## src/rtl/adder_arbiter_pkg.sv

```systemverilog
// Shared constants, ID-width helper and response record for the adder arbiter.
package adder_arb_pkg;

    localparam int ADDER_WIDTH   = 32;
    localparam int ADDER_NUM_REQ = 2;

    // Requester-ID width, never narrower than one bit.
    function automatic int clog2_min1(input int n);
        int w;
        w = 1;
        while ((1 << w) < n) begin
            w++;
        end
        return w;
    endfunction

    localparam int ADDER_ID_W = clog2_min1(ADDER_NUM_REQ);

    typedef struct packed {
        logic [ADDER_ID_W-1:0]  id;
        logic [ADDER_WIDTH-1:0] sum;
        logic                   carry;
        logic                   ovf;
    } adder_rsp_t;

endpackage

```

## src/rtl/adder_arbiter_if.sv

```systemverilog
// Request/response bus between requesters, the adder arbiter and its result consumer.
interface adder_arbiter_if
    import adder_arb_pkg::*;
#(
    parameter int NUM_REQ = ADDER_NUM_REQ,
    parameter int WIDTH   = ADDER_WIDTH,
    parameter int ID_W    = clog2_min1(NUM_REQ)
) ();

    logic [NUM_REQ-1:0]       req_valid;
    logic [NUM_REQ-1:0]       req_ready;
    logic [NUM_REQ-1:0]       req_sub;
    logic [NUM_REQ*WIDTH-1:0] req_a;
    logic [NUM_REQ*WIDTH-1:0] req_b;
    logic                     rsp_valid;
    logic                     rsp_ready;
    logic [ID_W-1:0]          rsp_id;
    logic [WIDTH-1:0]         rsp_sum;
    logic                     rsp_carry;
    logic                     rsp_ovf;

    modport master (
        output req_valid, req_sub, req_a, req_b, rsp_ready,
        input  req_ready, rsp_valid, rsp_id, rsp_sum, rsp_carry, rsp_ovf
    );

    modport slave (
        input  req_valid, req_sub, req_a, req_b, rsp_ready,
        output req_ready, rsp_valid, rsp_id, rsp_sum, rsp_carry, rsp_ovf
    );

endinterface

```

## src/rtl/adder_arbiter_core.sv

```systemverilog
// Combinational WIDTH-bit add/subtract; subtraction is a + ~b + 1.
// Overflow detection is compiled only when ADDER_ARB_OVF_EN is defined.
module adder_core
    import adder_arb_pkg::*;
#(
    parameter int WIDTH = ADDER_WIDTH
) (
    input  logic [WIDTH-1:0] a,
    input  logic [WIDTH-1:0] b,
    input  logic             sub,
    output logic [WIDTH-1:0] sum,
    output logic             carry,
    output logic             ovf
);

    logic [WIDTH-1:0] b_eff;

    assign b_eff        = sub ? ~b : b;
    assign {carry, sum} = {1'b0, a} + {1'b0, b_eff} + {{WIDTH{1'b0}}, sub};

`ifdef ADDER_ARB_OVF_EN
    assign ovf = (a[WIDTH-1] == b_eff[WIDTH-1]) && (sum[WIDTH-1] != a[WIDTH-1]);
`else
    assign ovf = 1'b0;
`endif

endmodule

```

## src/rtl/adder_arbiter.sv

```systemverilog
// Round-robin arbiter sharing one add/sub datapath, with a one-entry result register.
// Optional signed-overflow output enabled by defining ADDER_ARB_OVF_EN.
module adder_arbiter
    import adder_arb_pkg::*;
#(
    parameter int NUM_REQ = ADDER_NUM_REQ,
    parameter int WIDTH   = ADDER_WIDTH,
    parameter int ID_W    = clog2_min1(NUM_REQ)
) (
    input  logic           clk,
    input  logic           rst_n,
    adder_arbiter_if.slave bus
);

    localparam logic [0:0] ST_EMPTY = 1'b0;
    localparam logic [0:0] ST_FULL  = 1'b1;

    logic [0:0]       state_q, state_d;
    logic [ID_W-1:0]  ptr_q, ptr_d;
    logic [ID_W-1:0]  rsp_id_q, rsp_id_d;
    logic [WIDTH-1:0] rsp_sum_q, rsp_sum_d;
    logic             rsp_carry_q, rsp_carry_d;

    logic [WIDTH-1:0]   a_arr [NUM_REQ];
    logic [WIDTH-1:0]   b_arr [NUM_REQ];
    logic [NUM_REQ-1:0] grant;
    logic [ID_W-1:0]    sel_idx;
    logic               found;
    logic               slot_free;
    logic               transfer;

    logic [WIDTH-1:0] core_sum;
    logic             core_carry;
    logic             core_ovf;

    genvar gi;
    generate
        for (gi = 0; gi < NUM_REQ; gi++) begin : g_unpack
            assign a_arr[gi] = bus.req_a[gi*WIDTH +: WIDTH];
            assign b_arr[gi] = bus.req_b[gi*WIDTH +: WIDTH];
        end
    endgenerate

    assign slot_free = (state_q == ST_EMPTY) || bus.rsp_ready;

    // First valid requester at or after ptr, wrapping; gated off while in reset.
    always_comb begin
        int idx;
        idx     = 0;
        grant   = '0;
        sel_idx = '0;
        found   = 1'b0;
        for (int k = 0; k < NUM_REQ; k++) begin
            idx = int'(ptr_q) + k;
            if (idx >= NUM_REQ) begin
                idx = idx - NUM_REQ;
            end
            if (!found && bus.req_valid[ID_W'(idx)]) begin
                found   = 1'b1;
                sel_idx = ID_W'(idx);
            end
        end
        if (found && slot_free && rst_n) begin
            grant[sel_idx] = 1'b1;
        end
    end

    assign transfer = |grant;

    adder_core #(.WIDTH(WIDTH)) u_core (
        .a     (a_arr[sel_idx]),
        .b     (b_arr[sel_idx]),
        .sub   (bus.req_sub[sel_idx]),
        .sum   (core_sum),
        .carry (core_carry),
        .ovf   (core_ovf)
    );

    always_comb begin
        state_d     = state_q;
        ptr_d       = ptr_q;
        rsp_id_d    = rsp_id_q;
        rsp_sum_d   = rsp_sum_q;
        rsp_carry_d = rsp_carry_q;
        if (transfer) begin
            state_d     = ST_FULL;
            ptr_d       = (int'(sel_idx) == NUM_REQ - 1) ? '0 : sel_idx + 1'b1;
            rsp_id_d    = sel_idx;
            rsp_sum_d   = core_sum;
            rsp_carry_d = core_carry;
        end else if ((state_q == ST_FULL) && bus.rsp_ready) begin
            state_d = ST_EMPTY;
        end
    end

    always_ff @(posedge clk or negedge rst_n) begin
        if (!rst_n) begin
            state_q     <= ST_EMPTY;
            ptr_q       <= '0;
            rsp_id_q    <= '0;
            rsp_sum_q   <= '0;
            rsp_carry_q <= 1'b0;
        end else begin
            state_q     <= state_d;
            ptr_q       <= ptr_d;
            rsp_id_q    <= rsp_id_d;
            rsp_sum_q   <= rsp_sum_d;
            rsp_carry_q <= rsp_carry_d;
        end
    end

`ifdef ADDER_ARB_OVF_EN
    logic rsp_ovf_q, rsp_ovf_d;

    assign rsp_ovf_d = transfer ? core_ovf : rsp_ovf_q;

    always_ff @(posedge clk or negedge rst_n) begin
        if (!rst_n) begin
            rsp_ovf_q <= 1'b0;
        end else begin
            rsp_ovf_q <= rsp_ovf_d;
        end
    end

    assign bus.rsp_ovf = rsp_ovf_q;
`else
    logic ovf_unused;
    assign ovf_unused  = core_ovf;
    assign bus.rsp_ovf = 1'b0;
`endif

    assign bus.req_ready = grant;
    assign bus.rsp_valid = (state_q == ST_FULL);
    assign bus.rsp_id    = rsp_id_q;
    assign bus.rsp_sum   = rsp_sum_q;
    assign bus.rsp_carry = rsp_carry_q;

endmodule

```

## src/flat_wrapper.sv

```systemverilog
// flat-port wrapper written by rule: the top's interface ports become plain ports
module adder_arbiter_flat import adder_arb_pkg::*;
#(
    parameter int NUM_REQ = ADDER_NUM_REQ,
    parameter int WIDTH   = ADDER_WIDTH,
    parameter int ID_W    = clog2_min1(NUM_REQ)
)
  (clk, rst_n, bus_req_valid, bus_req_sub, bus_req_a, bus_req_b, bus_rsp_ready, bus_req_ready, bus_rsp_valid, bus_rsp_id, bus_rsp_sum, bus_rsp_carry, bus_rsp_ovf);
  adder_arbiter_if #(.NUM_REQ(NUM_REQ), .WIDTH(WIDTH), .ID_W(ID_W)) bus_i ();
  input  logic clk;
  input  logic rst_n;
  input wire logic [$bits(bus_i.req_valid)-1:0] bus_req_valid;
  input wire logic [$bits(bus_i.req_sub)-1:0] bus_req_sub;
  input wire logic [$bits(bus_i.req_a)-1:0] bus_req_a;
  input wire logic [$bits(bus_i.req_b)-1:0] bus_req_b;
  input wire logic [$bits(bus_i.rsp_ready)-1:0] bus_rsp_ready;
  output wire logic [$bits(bus_i.req_ready)-1:0] bus_req_ready;
  output wire logic [$bits(bus_i.rsp_valid)-1:0] bus_rsp_valid;
  output wire logic [$bits(bus_i.rsp_id)-1:0] bus_rsp_id;
  output wire logic [$bits(bus_i.rsp_sum)-1:0] bus_rsp_sum;
  output wire logic [$bits(bus_i.rsp_carry)-1:0] bus_rsp_carry;
  output wire logic [$bits(bus_i.rsp_ovf)-1:0] bus_rsp_ovf;
  assign bus_i.req_valid = bus_req_valid;
  assign bus_i.req_sub = bus_req_sub;
  assign bus_i.req_a = bus_req_a;
  assign bus_i.req_b = bus_req_b;
  assign bus_i.rsp_ready = bus_rsp_ready;
  assign bus_req_ready = bus_i.req_ready;
  assign bus_rsp_valid = bus_i.rsp_valid;
  assign bus_rsp_id = bus_i.rsp_id;
  assign bus_rsp_sum = bus_i.rsp_sum;
  assign bus_rsp_carry = bus_i.rsp_carry;
  assign bus_rsp_ovf = bus_i.rsp_ovf;
  adder_arbiter #(.NUM_REQ(NUM_REQ), .WIDTH(WIDTH), .ID_W(ID_W)) u_core (.clk(clk), .rst_n(rst_n), .bus(bus_i));
endmodule
```

## config.mk

```make
export PLATFORM = sky130hd
export DESIGN_NAME = adder_arbiter_flat
export DESIGN_NICKNAME = d
export VERILOG_FILES = /design/src/rtl/adder_arbiter_pkg.sv /design/src/rtl/adder_arbiter_if.sv /design/src/rtl/adder_arbiter_core.sv /design/src/rtl/adder_arbiter.sv /design/src/flat_wrapper.sv
export SDC_FILE = /design/constraint.sdc
export NUM_CORES = 1
export LEC_CHECK = 0
export CELL_PAD_IN_SITES_DETAIL_PLACEMENT = 1
export CELL_PAD_IN_SITES_GLOBAL_PLACEMENT = 2
export CORE_MARGIN = 2
export CORE_UTILIZATION = 22
export CTS_BUF_LIST = sky130_fd_sc_hd__clkbuf_16
export DETAILED_ROUTE_END_ITERATION = 16
export PLACE_DENSITY_LB_ADDON = 0.1
export SLEW_MARGIN = 20
export SYNTH_ARGS = -nofsm -noshare
export SYNTH_HDL_FRONTEND = slang
export SYNTH_SLANG_ARGS = --single-unit
```

## constraint.sdc

```tcl
create_clock -name clk -period 4.1 [get_ports clk]
set_clock_uncertainty 0.05 [all_clocks]
set_input_delay 0.82 -clock clk [delete_from_list [all_inputs] [get_ports clk]]
set_output_delay 0.82 -clock clk [all_outputs]
set_load 0.05 [all_outputs]
```

Word level (Yosys, flattened, before mapping)
Index checks and enable logic that the tools add are counted.

Add/sub/neg operators: 6. Multiply operators: 0. Div/mod/pow operators: 0. Magnitude comparators: 7. Equal/unequal tests: 0. Shift operators: 0. Muxes and demuxes: 25. Bitwise logic cells: 3. Reduce and logical (&&, ||, !) cells: 9.

Operators with widths (count): 32-bit 2-to-1 mux (7); 32-bit by 32-bit adder with 33-bit output (1); 33-bit by 1-bit adder with 33-bit output (1); 32-bit NOT (1); 1-bit 2-to-1 mux (16); 1-bit by 3-bit < comparator with 1-bit output (second input constant) (2); 1-bit logical AND (5); 2-bit >= comparator (second input constant) (2); 1-bit by 1-bit adder with 2-bit output (second input constant) (1); 1-bit by 2-bit >= comparator with 1-bit output (second input constant) (1); 1-bit by 2-bit < comparator with 1-bit output (second input constant) (1); 2-bit 2-to-1 mux (1); 1-bit NOT with 2-bit output (1); 2-bit nonzero test (1); 2-bit OR reduction (1); 1-bit subtractor (second input constant) (2); 1-bit adder (second input constant) (1); 1-bit demux with 1-bit select (1); 1-bit >= comparator (second input constant) (1); 1-bit logical NOT (1); 1-bit logical OR (1); 1-bit NOT (1).

Register bits after elaboration: 36. Bits in latches: 0. Memory bits (writable): 0. Memory bits (read-only): 0. Input port bits: 135. Output and inout bits: 38. Logic and storage cells: 55. Memories kept: 0.

Logic depth before layout (Yosys ltp)
Gate-level depths: netlist of run 1.

Depth in word-level cells: 17. Gate-level depth with buffers: 14.

By module
Synthesis of run 1 repeated with hierarchy kept, for this count alone.

Cells, all modules: 459. Area, all modules: 4652.0 um^2.

Modules (own cells, without submodules): adder_arbiter (times used 1, cells an instance 156, area an instance 2523.7 um^2, seq. area each 900.9 um^2); adder_core (times used 1, cells an instance 303, area an instance 2128.3 um^2, seq. area each 0.0 um^2).

Worst setup path before layout of run 1
Ideal clock, no wire load.

Path kind: input -> register. Start point: input port bus_req_valid[0]. End point: register u_core.rsp_carry_q, in the netlist u_core.bus.rsp_carry. Arrival time: 4.002 ns. Required time: 3.914 ns. Setup slack: -0.088 ns. Stages on the path: 14. Buffers on the path: 2. Path through: nand2_1 -> clkbuf_1 -> clkbuf_1 -> mux2i_1 -> xor2_1 -> ha_1 -> a211oi_1 -> o211ai_1 -> a41o_1 -> a2111oi_2 -> o31ai_2 -> a21o_1 -> a31oi_1 -> o31ai_1.

Longest elaborated chain between the ends: 14.

Ends and longest elaborated chain: start, declared (line flat_wrapper.sv:12) `input wire logic [$bits(bus_i.req_valid)-1:0] bus_req_valid;`; 1-bit 2-to-1 mux (implied by the code) (2 in a row) (line adder_arbiter.sv:58) `if (!found && bus.req_valid[ID_W'(idx)]) begin`; 1-bit 2-to-1 mux (line adder_arbiter.sv:58); 1-bit logical NOT (line adder_arbiter.sv:58); 1-bit logical AND (line adder_arbiter.sv:58); 1-bit 2-to-1 mux (line adder_arbiter.sv:58); 1-bit NOT with 2-bit output (implied by the code) (line adder_arbiter.sv:71, adder_arbiter.sv:72); 32-bit 2-to-1 mux (implied by the code) (3 in a row) (line adder_arbiter.sv:72) `.b (b_arr[sel_idx]),`; 32-bit NOT (line adder_arbiter_core.sv:18) `assign b_eff = sub ? ~b : b;`; 32-bit 2-to-1 mux (line adder_arbiter_core.sv:18); 32-bit by 32-bit adder with 33-bit output (line adder_arbiter_core.sv:19) `assign {carry, sum} = {1'b0, a} + {1'b0, b_eff} + {{WIDTH{1'b0}}, sub};`; 33-bit by 1-bit adder with 33-bit output (line adder_arbiter_core.sv:19); end signal, assigned (line adder_arbiter.sv:108) `rsp_carry_q <= rsp_carry_d;`; end, declared (line adder_arbiter.sv:22) `logic rsp_carry_q, rsp_carry_d;`.

Several ways; a longest one is shown, not always the timed one. The select of a mux whose other input is x is not followed. A chain may end at the register's enable or synchronous reset.

Final worst setup path of run 1
Start point: input port bus_req_sub[0]. End point: register u_core.rsp_sum_q[31], in the netlist u_core.bus.rsp_sum[31].

Longest elaborated chain between the ends: 5.

Ends and longest elaborated chain: start, declared (line flat_wrapper.sv:13) `input wire logic [$bits(bus_i.req_sub)-1:0] bus_req_sub;`; 1-bit 2-to-1 mux (implied by the code) (*) (2 in a row) (line adder_arbiter.sv:73) `.sub (bus.req_sub[sel_idx]),`; 32-bit 2-to-1 mux (line adder_arbiter_core.sv:18); 32-bit by 32-bit adder with 33-bit output (line adder_arbiter_core.sv:19); 33-bit by 1-bit adder with 33-bit output (*) (line adder_arbiter_core.sv:19); end signal, assigned (line adder_arbiter.sv:107) `rsp_sum_q <= rsp_sum_d;`; end, declared (line adder_arbiter.sv:21) `logic [WIDTH-1:0] rsp_sum_q, rsp_sum_d;`.

Mark *: on every way between the ends. The rest lies on a longest branch, timed or not. The select of a mux whose other input is x is not followed.

==> flow_summary.ini, run 1 <==
[place]
dp.cells = 938
placed_area_mm2 = 0.00675
post-place-ws_ns = -0.407
port_buffers = 170
place.gp.congestion = 0.776
dpl.hpwl_um = 11900

[worst_setup_path]
crit_family = buffers and inverters
cp-end-kind = flop
crit_type = input pin to flop
path_buf_inv = 5
cpMostUsedCell = buf_4
crit_arrival_ns = 4.01
crit_start = bus_req_sub[0]
slowest_delay_ns = 0.55
crit_path_start_kind = input pin
r2r_start = u_core.ptr_q
endpoint = u_core.bus.rsp_sum[31]
cp_cell_sequence = clkdlybuf4s50_1 -> mux2i_4 -> buf_12 -> buf_8 -> buf_4 -> xor2_1 -> ha_1 -> nand4_1 -> a211oi_1 -> o21ai_4 -> a21oi_2 -> buf_4 -> o211ai_2 -> a21oi_1 -> mux2i_1 -> nand3_1
regToRegSetupSlack_ns = 0.53
r2r_end = u_core.bus.rsp_sum[31]
path_depth = 16
crit_fanout = 8
rr_worst_depth = 16
cp_slowest_cell = clkdlybuf4s50_1
required_ns = 4.21

[clocking]
postCtsHoldBufs = 0
insertion_delay_ns = 0.28
cts.path.max_buffers = 2
h-tree-depth = 2
clk_pin_slew_worst_paths_ns = 0.06
cts_made_buffers = 5
tritoncts = built
clock-sinks = 36
cts_root_buf = clkbuf_16

[die]
ioPinCount = 173
die_w_um = 140
dieArea_mm2 = 0.0195
initial_utilization_pct = 22.5
die_h_um = 140
rows = 49
core_mm2 = 0.0180

[synthesis]
synthTopCellsByArea = dfrtp_1 22%, ha_1 9.6%, xor2_1 9.3%
yosysWarningCount = 0
syn-num-nets = 629
synthesis.instances = 462
syn-cell-area_mm2 = 0.00405
synth_most_common_cell = nand2_1
seq_area_frac_synth_pct = 22.2
ys_async_sr_fraction_pct = 100
synth_top_area_cell = dfrtp_1
synth_top_area_share_pct = 22.2
synth_flop_cell = dfrtp_1
synthTopCellsByCount = 50 x nand2_1, 43 x xor2_1, 36 x dfrtp_1, 36 x mux2i_1, 34 x o21ai_0
synth_seq_cells = 36
synth.distinct_cells = 61
synth_edf_count = 0
postSynthAreaPerCell_um2 = 8.76

[flow_run]
maxCapViolations = 0

[sta]
min_period_ns = 3.90
rsz0062_at_grt = false
max_slew_margin_pct = 56.0
hold_viol_final = 0
setup_violations = 0
setup_slack_ns = 0.199
min_period_over_period_pct = 95.2
slew_viol_final = 0
tightest_slew_ns = 0.660
hold_ws_ns = 0.431
max_freq_ghz = 0.256

[power_and_ir_drop]
leakage_nw = 3.21
ir_worst_vdd_uv = 314
p_per_area_mw_per_mm2 = 695
power_mw = 4.87

[drt]
drc = 0
vias = 4304
ant_nets = 0
post_drt_wl_per_cell_um = 15.2
drtIter0Drc = 72
drt_first_pass_iters = 4
avgViaCountPerCell = 4.53
routed_wirelength_um = 14500

[final_layout]
multiInputGateArea_mm2 = 0.00310
drive_above_1_share_pct = 22.7
layout.cells.non_filler = 950
fill_cells = 2070
regArea_um2 = 901
finalInstanceArea_mm2 = 0.00701
finalNetCount = 887
diodes = 0
areaGrowthSynthToFinish_pct = 73.0

[run_status]
status = completed

[worst_hold_path]
min_path_type = flop to flop

[global_route]
grt_start_max_net_pins = 70
grt_pass1_vias = 4604
antenna_found_initial = 0
grt_pass1_wl_um = 23400
grt_overflow_total = 0
grt_usage_pct = 14.7
cell families (layout without fill, tap and decap cells):
family                   Yosys count  count (layout)  share of synthesized area, %
buffers and inverters             30             289                          3.03
adder cells (fa/ha/maj)           32              32                          10.1
other                              1               1                        0.0926
multiplexers                      67              67                          17.5
XOR/XNOR                          58              58                          12.5
AO/OA/AOI/OAI                    130             130                          21.9
AND/OR/NAND/NOR                  108             108                          12.6
flip-flops                        36              36                          22.2
metal layers:
layer | global-route usage (%) | wire length, um | vias up
met5 | 0 | 0 | -
met4 | 2.68 | 108 | 0
met3 | 1.62 | 537 | 5
met2 | 25.7 | 7020 | 95
met1 | 19.7 | 6790 | 2006
li1 | - | - | 2198
where the power goes:
| group | switching, mW | leakage, nW | internal, mW |
|---|---|---|---|
| clock | 0.151 | 0.0687 | 0.221 |
| combinational | 2.06 | 2.70 | 1.82 |
| sequential | 0.0986 | 0.446 | 0.519 |
what timing repair did:
item | in CTS | in global routing
cloned | 1 | 0
pin swaps | 1 | 0
endpoints found under the setup margin | 5 | 1
gates resized for setup | 9 | 3
setup buffers | 3 | 0
endpoints found under the hold margin | 0 | 0
worst min-delay path, stage by stage (launching register included):
cell	delay (ns)
dfrtp_1	0.34
nand2_1	0.05
o31ai_1	0.05
cells in the final DEF (no fill, tap or decap), types with 2 or more instances in the layout:
master	netlist	final
clkdlybuf4s50_1	0	166
buf_4	1	98
nand2_1	50	49
xor2_1	43	43
dfrtp_1	36	36
mux2i_1	36	34
o21ai_0	34	34
mux2_2	31	31
ha_1	31	31
a21oi_1	24	22
nor2_1	18	18
a21o_1	16	16
xnor2_1	15	15
inv_1	8	9
nand3_1	8	7
a211oi_1	8	7
o21a_1	7	7
a31oi_1	7	7
clkbuf_16	0	5
nand2b_1	4	4
and2_1	4	4
o31ai_1	4	4
o211ai_1	4	4
nor3b_1	4	4
buf_12	0	4
nor2b_1	3	3
nand4_1	3	3
a21oi_2	1	3
and3_1	3	3
nor3_1	3	3
a221o_1	2	2
or3_1	2	2
o31ai_2	2	2
o21bai_1	2	2
flip-flops by register name, summed over array words and instances, names as in the netlist:
signal and cells:
u_core.bus.rsp_carry 1, u_core.bus.rsp_id 1, u_core.bus.rsp_valid 1, u_core.ptr_q 1, u_core.bus.rsp_sum 32
stage by stage:
stage	utilization, %	TNS, ns
finish	38.9	0
global route	38.9	0
CTS	38.7	0
detailed placement	37.5	-4.64
global placement	37.5	-3.45
floorplan	-	0
how the worst min path moves through the flow:
stage	cells after the start	slack, ns	startpoint	end
finish	2	0.43	u_core.bus.rsp_carry	u_core.bus.rsp_carry
CTS	1	0.44	u_core.bus.rsp_id	u_core.bus.rsp_id
global placement	1	0.41	u_core.bus.rsp_id	u_core.bus.rsp_id
floorplan	0	0.47	rst_n	u_core.bus.rsp_carry
detailed placement	1	0.42	u_core.bus.rsp_id	u_core.bus.rsp_id
global route	2	0.46	u_core.bus.rsp_carry	u_core.bus.rsp_carry
area by class of cell:
| class | instances | area share (%) |
|---|---|---|
| Clock buffer | 5 | 1.79 |
| Sequential cell | 36 | 12.9 |
| Timing Repair Buffer | 273 | 36.4 |
| Clock inverter | 3 | 0.214 |
| Tap cell | 229 | 4.09 |
| Multi-Input combinational cell | 396 | 44.2 |
| Inverter | 8 | 0.429 |
Power figures use the tool's default switching activity.
==> run 2, diff against run 1 <==
--- a/config.mk
+++ b/config.mk
@@ -8,9 +8,10 @@
 export CELL_PAD_IN_SITES_DETAIL_PLACEMENT = 1
 export CELL_PAD_IN_SITES_GLOBAL_PLACEMENT = 2
 export CORE_MARGIN = 2
-export CORE_UTILIZATION = 22
+export CORE_UTILIZATION = 33
 export CTS_BUF_LIST = sky130_fd_sc_hd__clkbuf_16
 export DETAILED_ROUTE_END_ITERATION = 16
+export DONT_BUFFER_PORTS = 1
 export PLACE_DENSITY_LB_ADDON = 0.1
 export SLEW_MARGIN = 20
 export SYNTH_ARGS = -nofsm -noshare
==> flow_summary.ini, run 2 (synthesis gave the netlist of run 1 again) <==
[drt]
ant_nets = 0
drc = 0
vias = 3396
routed_wirelength_um = 11100
drt_first_pass_iters = 4
post_drt_wl_per_cell_um = 18.2
top_layer_used = met4
drtIter0Drc = 122
met2_length_um = 4910
wl_met3_um = 709
avgViaCountPerCell = 5.54
route.layer.met1.wl_um = 5380

[power_and_ir_drop]
internal-power_mw = 1.74
leakage_nw = 2.11
combinationalPowerShare_pct = 59.2
pwr-share-seq_pct = 31.4
p_sw_mw = 2.10
clockPowerShare_pct = 9.4
ir_worst_vdd_uv = 222
p_per_area_mw_per_mm2 = 860
switching_share_pct = 54.7

[clocking]
postCtsHoldBufs = 0
cts_made_buffers = 5
tritoncts = built
insertion_delay_ns = 0.27
cts_root_buf = clkbuf_16
post_cts_buffers = 0
clock-sinks = 36
clk_pin_slew_worst_paths_ns = 0.05
cts.path.max_buffers = 2
cts_resized = 0
h-tree-depth = 2

[die]
ioPinCount = 173
rows = 40
dieArea_mm2 = 0.0132
die_w_um = 115
core_mm2 = 0.0120
initial_utilization_pct = 33.7
die_h_um = 115

[run_status]
status = completed

[sta]
slew_viol_final = 0
setup_tns_ns = 0
setup_violations = 0
hold_viol_final = 0
min_period_ns = 3.72
max_slew_margin_pct = 55.8
hold_ws_ns = 0.188
rsz0062_at_grt = false
min_period_over_period_pct = 90.8
max_freq_ghz = 0.269
tightest_slew_ns = 0.661

[final_layout]
largest_reg_flops = 32
layout_common_cells = 49 x nand2_1, 43 x xor2_1, 36 x dfrtp_1, 35 x mux2i_1, 34 x o21ai_0
layout.cells.non_filler = 613
final_common_cell = nand2_1
diodes = 0
finalNetCount = 633
areaGrowthSynthToFinish_pct = 10.3
drive_above_1_share_pct = 15.2

[worst_setup_path]
crit_arrival_ns = 3.80
cp-end-kind = flop
crit_type = input pin to flop
crit_path_start_kind = input pin
required_ns = 4.18
r2r_end = u_core.bus.rsp_carry
regToRegSetupSlack_ns = 0.39
r2r_start = u_core.ptr_q
rr_worst_depth = 12
crit_fanout = 14

[worst_hold_path]
min_path_type = input pin to async pin

[place]
place.gp.congestion = 0.754
dpl.hpwl_um = 9160
port_buffers = 0
dp.cells = 606

[flow_run]
maxCapViolations = 0

[global_route]
grt_start_max_net_pins = 70
grt_overflow_total = 0
grt_usage_pct = 16.9
grt_pass1_wl_um = 17800
grt_pass1_vias = 3504
antenna_found_initial = 0
==> run 2: worst max-delay path, cell delays in order <==
cell,delay (ns)
nand2_4,0.09
buf_4,0.25
mux2_2,0.37
ha_1,0.31
a21oi_1,0.32
o211ai_1,0.17
a41o_1,0.31
a2111oi_2,0.49
o31ai_2,0.17
a21o_1,0.23
a31oi_1,0.19
o31ai_1,0.08
==> run 2: cell type report <==
cell class / instances / area [um2]
Inverter: 8 / 30.0
Timing Repair Buffer: 19 / 168
Fill cell: 1405 / 7540
Sequential cell: 36 / 901
Multi-Input combinational cell: 396 / 3050
Clock buffer: 5 / 125
Clock inverter: 2 / 8.76
Tap cell: 147 / 184
==> run 2: metal layers <==
| metal | vias to the layer above | track usage (%) |
|---|---|---|
| met2 | 120 | 26.9 |
| li1 | 1692 | - |
| met5 | - | 0 |
| met4 | 0 | 3.86 |
| met1 | 1574 | 23.8 |
| met3 | 10 | 3.37 |
==> run 2: worst max-delay path by stage <==
stage	slack, ns	cells past startpoint	to	startpoint
after floorplan	0.07	14	u_core.bus.rsp_carry	bus_req_valid[0]
after global placement	0.11	12	u_core.bus.rsp_carry	bus_req_valid[0]
after detailed placement	0.07	13	u_core.bus.rsp_carry	bus_req_valid[0]
after CTS	0.35	13	u_core.bus.rsp_carry	bus_req_valid[0]
after global routing	0.07	13	u_core.bus.rsp_carry	u_core.ptr_q
final	0.38	12	u_core.bus.rsp_carry	bus_req_valid[0]
==> run 2: power groups by stage <==
stage,Clock [mW],Sequential [mW],Combinational (mW)
final,0.360,1.21,2.27
after global routing,0.388,1.23,2.58
after CTS,0.375,1.21,2.31
after detailed placement,0,1.22,2.30
after global placement,0,1.22,2.26
after floorplan,0,1.16,1.73
==> run 2: through the flow <==
| stage | power [mW] | worst slack [ns] | cell area (um2) | utilization [%] |
|---|---|---|---|---|
| final | 3.84 | 0.378 | 4470 | 37.2 |
| after global routing | 4.20 | 0.0678 | 4470 | 37.2 |
| after CTS | 3.90 | 0.345 | 4470 | 37.2 |
| after detailed placement | 3.52 | 0.0659 | 4330 | 36.1 |
| after global placement | 3.48 | 0.110 | 4330 | 36.1 |
| after floorplan | 2.89 | 0.0659 | 4050 | - |
==> run 3, diff against run 2 <==
--- a/config.mk
+++ b/config.mk
@@ -8,11 +8,11 @@
 export CELL_PAD_IN_SITES_DETAIL_PLACEMENT = 1
 export CELL_PAD_IN_SITES_GLOBAL_PLACEMENT = 2
 export CORE_MARGIN = 2
-export CORE_UTILIZATION = 33
-export CTS_BUF_LIST = sky130_fd_sc_hd__clkbuf_16
+export CORE_UTILIZATION = 34
+export CTS_BUF_LIST = sky130_fd_sc_hd__clkbuf_4
 export DETAILED_ROUTE_END_ITERATION = 16
 export DONT_BUFFER_PORTS = 1
-export PLACE_DENSITY_LB_ADDON = 0.1
+export PLACE_DENSITY_LB_ADDON = 0.05
 export SLEW_MARGIN = 20
 export SYNTH_ARGS = -nofsm -noshare
 export SYNTH_HDL_FRONTEND = slang
==> flow_summary.ini, run 3 (synthesis gave the netlist of run 1 again) <==
[global_route]
grt_start_max_net_pins = 70
grt_pass1_wl_um = 18000
antenna_found_initial = 0
grt_usage_pct = 17.4
grt_pass1_vias = 3476
grt_overflow_total = 0

[power_and_ir_drop]
combinationalPowerShare_pct = 61.7
leakage_nw = 2.06
ir_worst_vdd_uv = 212
switching_share_pct = 57.0
p_sw_mw = 2.10
internal-power_mw = 1.59
clockPowerShare_pct = 5.6
p_per_area_mw_per_mm2 = 841
pwr-share-seq_pct = 32.7

[final_layout]
areaGrowthSynthToFinish_pct = 8.28
diodes = 0
largest_reg_flops = 32
layout_common_cells = 49 x nand2_1, 43 x xor2_1, 36 x dfrtp_1, 35 x mux2i_1, 34 x o21ai_0
drive_above_1_share_pct = 15.3
finalNetCount = 631
final_common_cell = nand2_1
fill_cells = 1373

[sta]
max_freq_ghz = 0.270
min_period_over_period_pct = 90.3
tightest_slew_ns = 0.701
slew_viol_final = 0
setup_tns_ns = 0
min_period_ns = 3.70
setup_violations = 0
max_slew_margin_pct = 53.2
hold_ws_ns = 0.0783
rsz0062_at_grt = false
hold_viol_final = 0

[worst_setup_path]
regToRegSetupSlack_ns = 0.40
r2r_start = u_core.ptr_q
crit_type = flop to flop
rr_worst_depth = 13
r2r_end = u_core.bus.rsp_carry
crit_fanout = 24
required_ns = 4.27
crit_arrival_ns = 3.87
cp-end-kind = flop
crit_path_start_kind = flop

[clocking]
cts.path.max_buffers = 2
cts_root_buf = clkbuf_4
cts_resized = 0
insertion_delay_ns = 0.35
clk_pin_slew_worst_paths_ns = 0.14
clock-sinks = 36
postCtsHoldBufs = 0
cts_made_buffers = 5
post_cts_buffers = 0
tritoncts = built
h-tree-depth = 2

[die]
die_h_um = 113
ioPinCount = 173
initial_utilization_pct = 35.2
core_mm2 = 0.0115
die_w_um = 113
dieArea_mm2 = 0.0128
rows = 39

[run_status]
violations = design-rule violations
status = complete, but fails checks

[flow_run]
maxCapViolations = 0

[place]
port_buffers = 0
dpl.hpwl_um = 9070
place.gp.congestion = 0.770

[drt]
drt_first_pass_iters = 12
vias = 3333
top_layer_used = met4
post_drt_wl_per_cell_um = 18.4
met2_length_um = 5010
wl_met3_um = 643
routed_wirelength_um = 11200
route.layer.met1.wl_um = 5490
avgViaCountPerCell = 5.48
drtIter0Drc = 158
ant_nets = 0
drc = 8

[worst_hold_path]
min_path_type = input pin to async pin
==> run 3: cell types whose count changed in the layout (fill, tap and decap cells not counted) <==
cell	previous run	this run
buf_12	2	3
inv_6	0	1
buf_4	17	14
clkbuf_16	5	0
clkbuf_4	0	5
inv_1	9	8
clkinvlp_4	0	1
==> run 3: worst max-delay path by stage <==
stage,startpoint,to,slack (ns)
final,u_core.ptr_q,u_core.bus.rsp_carry,0.40
after floorplan,bus_req_valid[0],u_core.bus.rsp_carry,0.07
after CTS,u_core.ptr_q,u_core.bus.rsp_carry,0.34
after global placement,bus_req_valid[0],u_core.bus.rsp_carry,0.1
after global routing,u_core.ptr_q,u_core.bus.rsp_carry,0.07
after detailed placement,bus_req_valid[0],u_core.bus.rsp_carry,0.08
==> run 3: final cells by class <==
| cell class | instances | area, um2 | area share [%] |
|---|---|---|---|
| clock buffer | 5 | 37.5 | 0.856 |
| clock inverter | 3 | 21.3 | 0.485 |
| inverter | 8 | 30.0 | 0.685 |
| multi-input combinational | 396 | 3050 | 69.6 |
| sequential | 36 | 901 | 20.5 |
| tap | 143 | 179 | 4.08 |
| timing repair buffer | 17 | 165 | 3.77 |
==> run 3: power groups by stage <==
stage | Sequential [mW] | Combinational (mW) | Clock (mW)
6_report | 1.21 | 2.28 | 0.205
5_1_grt | 1.23 | 2.56 | 0.226
4_1_cts | 1.21 | 2.31 | 0.215
3_5_place_dp | 1.22 | 2.29 | 0
3_3_place_gp | 1.22 | 2.26 | 0
2_1_floorplan | 1.16 | 1.73 | 0
==> run 3: per-stage QoR <==
stage	area [um2]	util (%)	instances	setup WS (ns)	power (mW)
after floorplan	4050	-	462	0.0659	2.89
after global placement	4330	37.6	600	0.0961	3.48
after detailed placement	4330	37.6	600	0.0839	3.51
after CTS	4380	38.1	608	0.338	3.74
after global routing	4380	38.1	608	0.0713	4.02
final	4380	38.1	608	0.399	3.69
==> run 3: critical path, stage by stage (launching register included) <==
cell and delay [ns]:
dfrtp_1 0.49, nand2_4 0.16, mux2i_4 0.29, buf_12 0.23, xor2_1 0.17, ha_1 0.32
a211oi_1 0.26, o211ai_1 0.13, a41o_1 0.31, a2111oi_2 0.48, o31ai_2 0.17, a21o_1 0.23
a31oi_1 0.18, o31ai_1 0.08
==> run 3: routing by layer <==
metal,vias up,global-route usage (%)
met1,1540,24.6
met3,4,3.43
met2,99,27.8
met4,0,3.17
met5,-,0
li1,1690,-
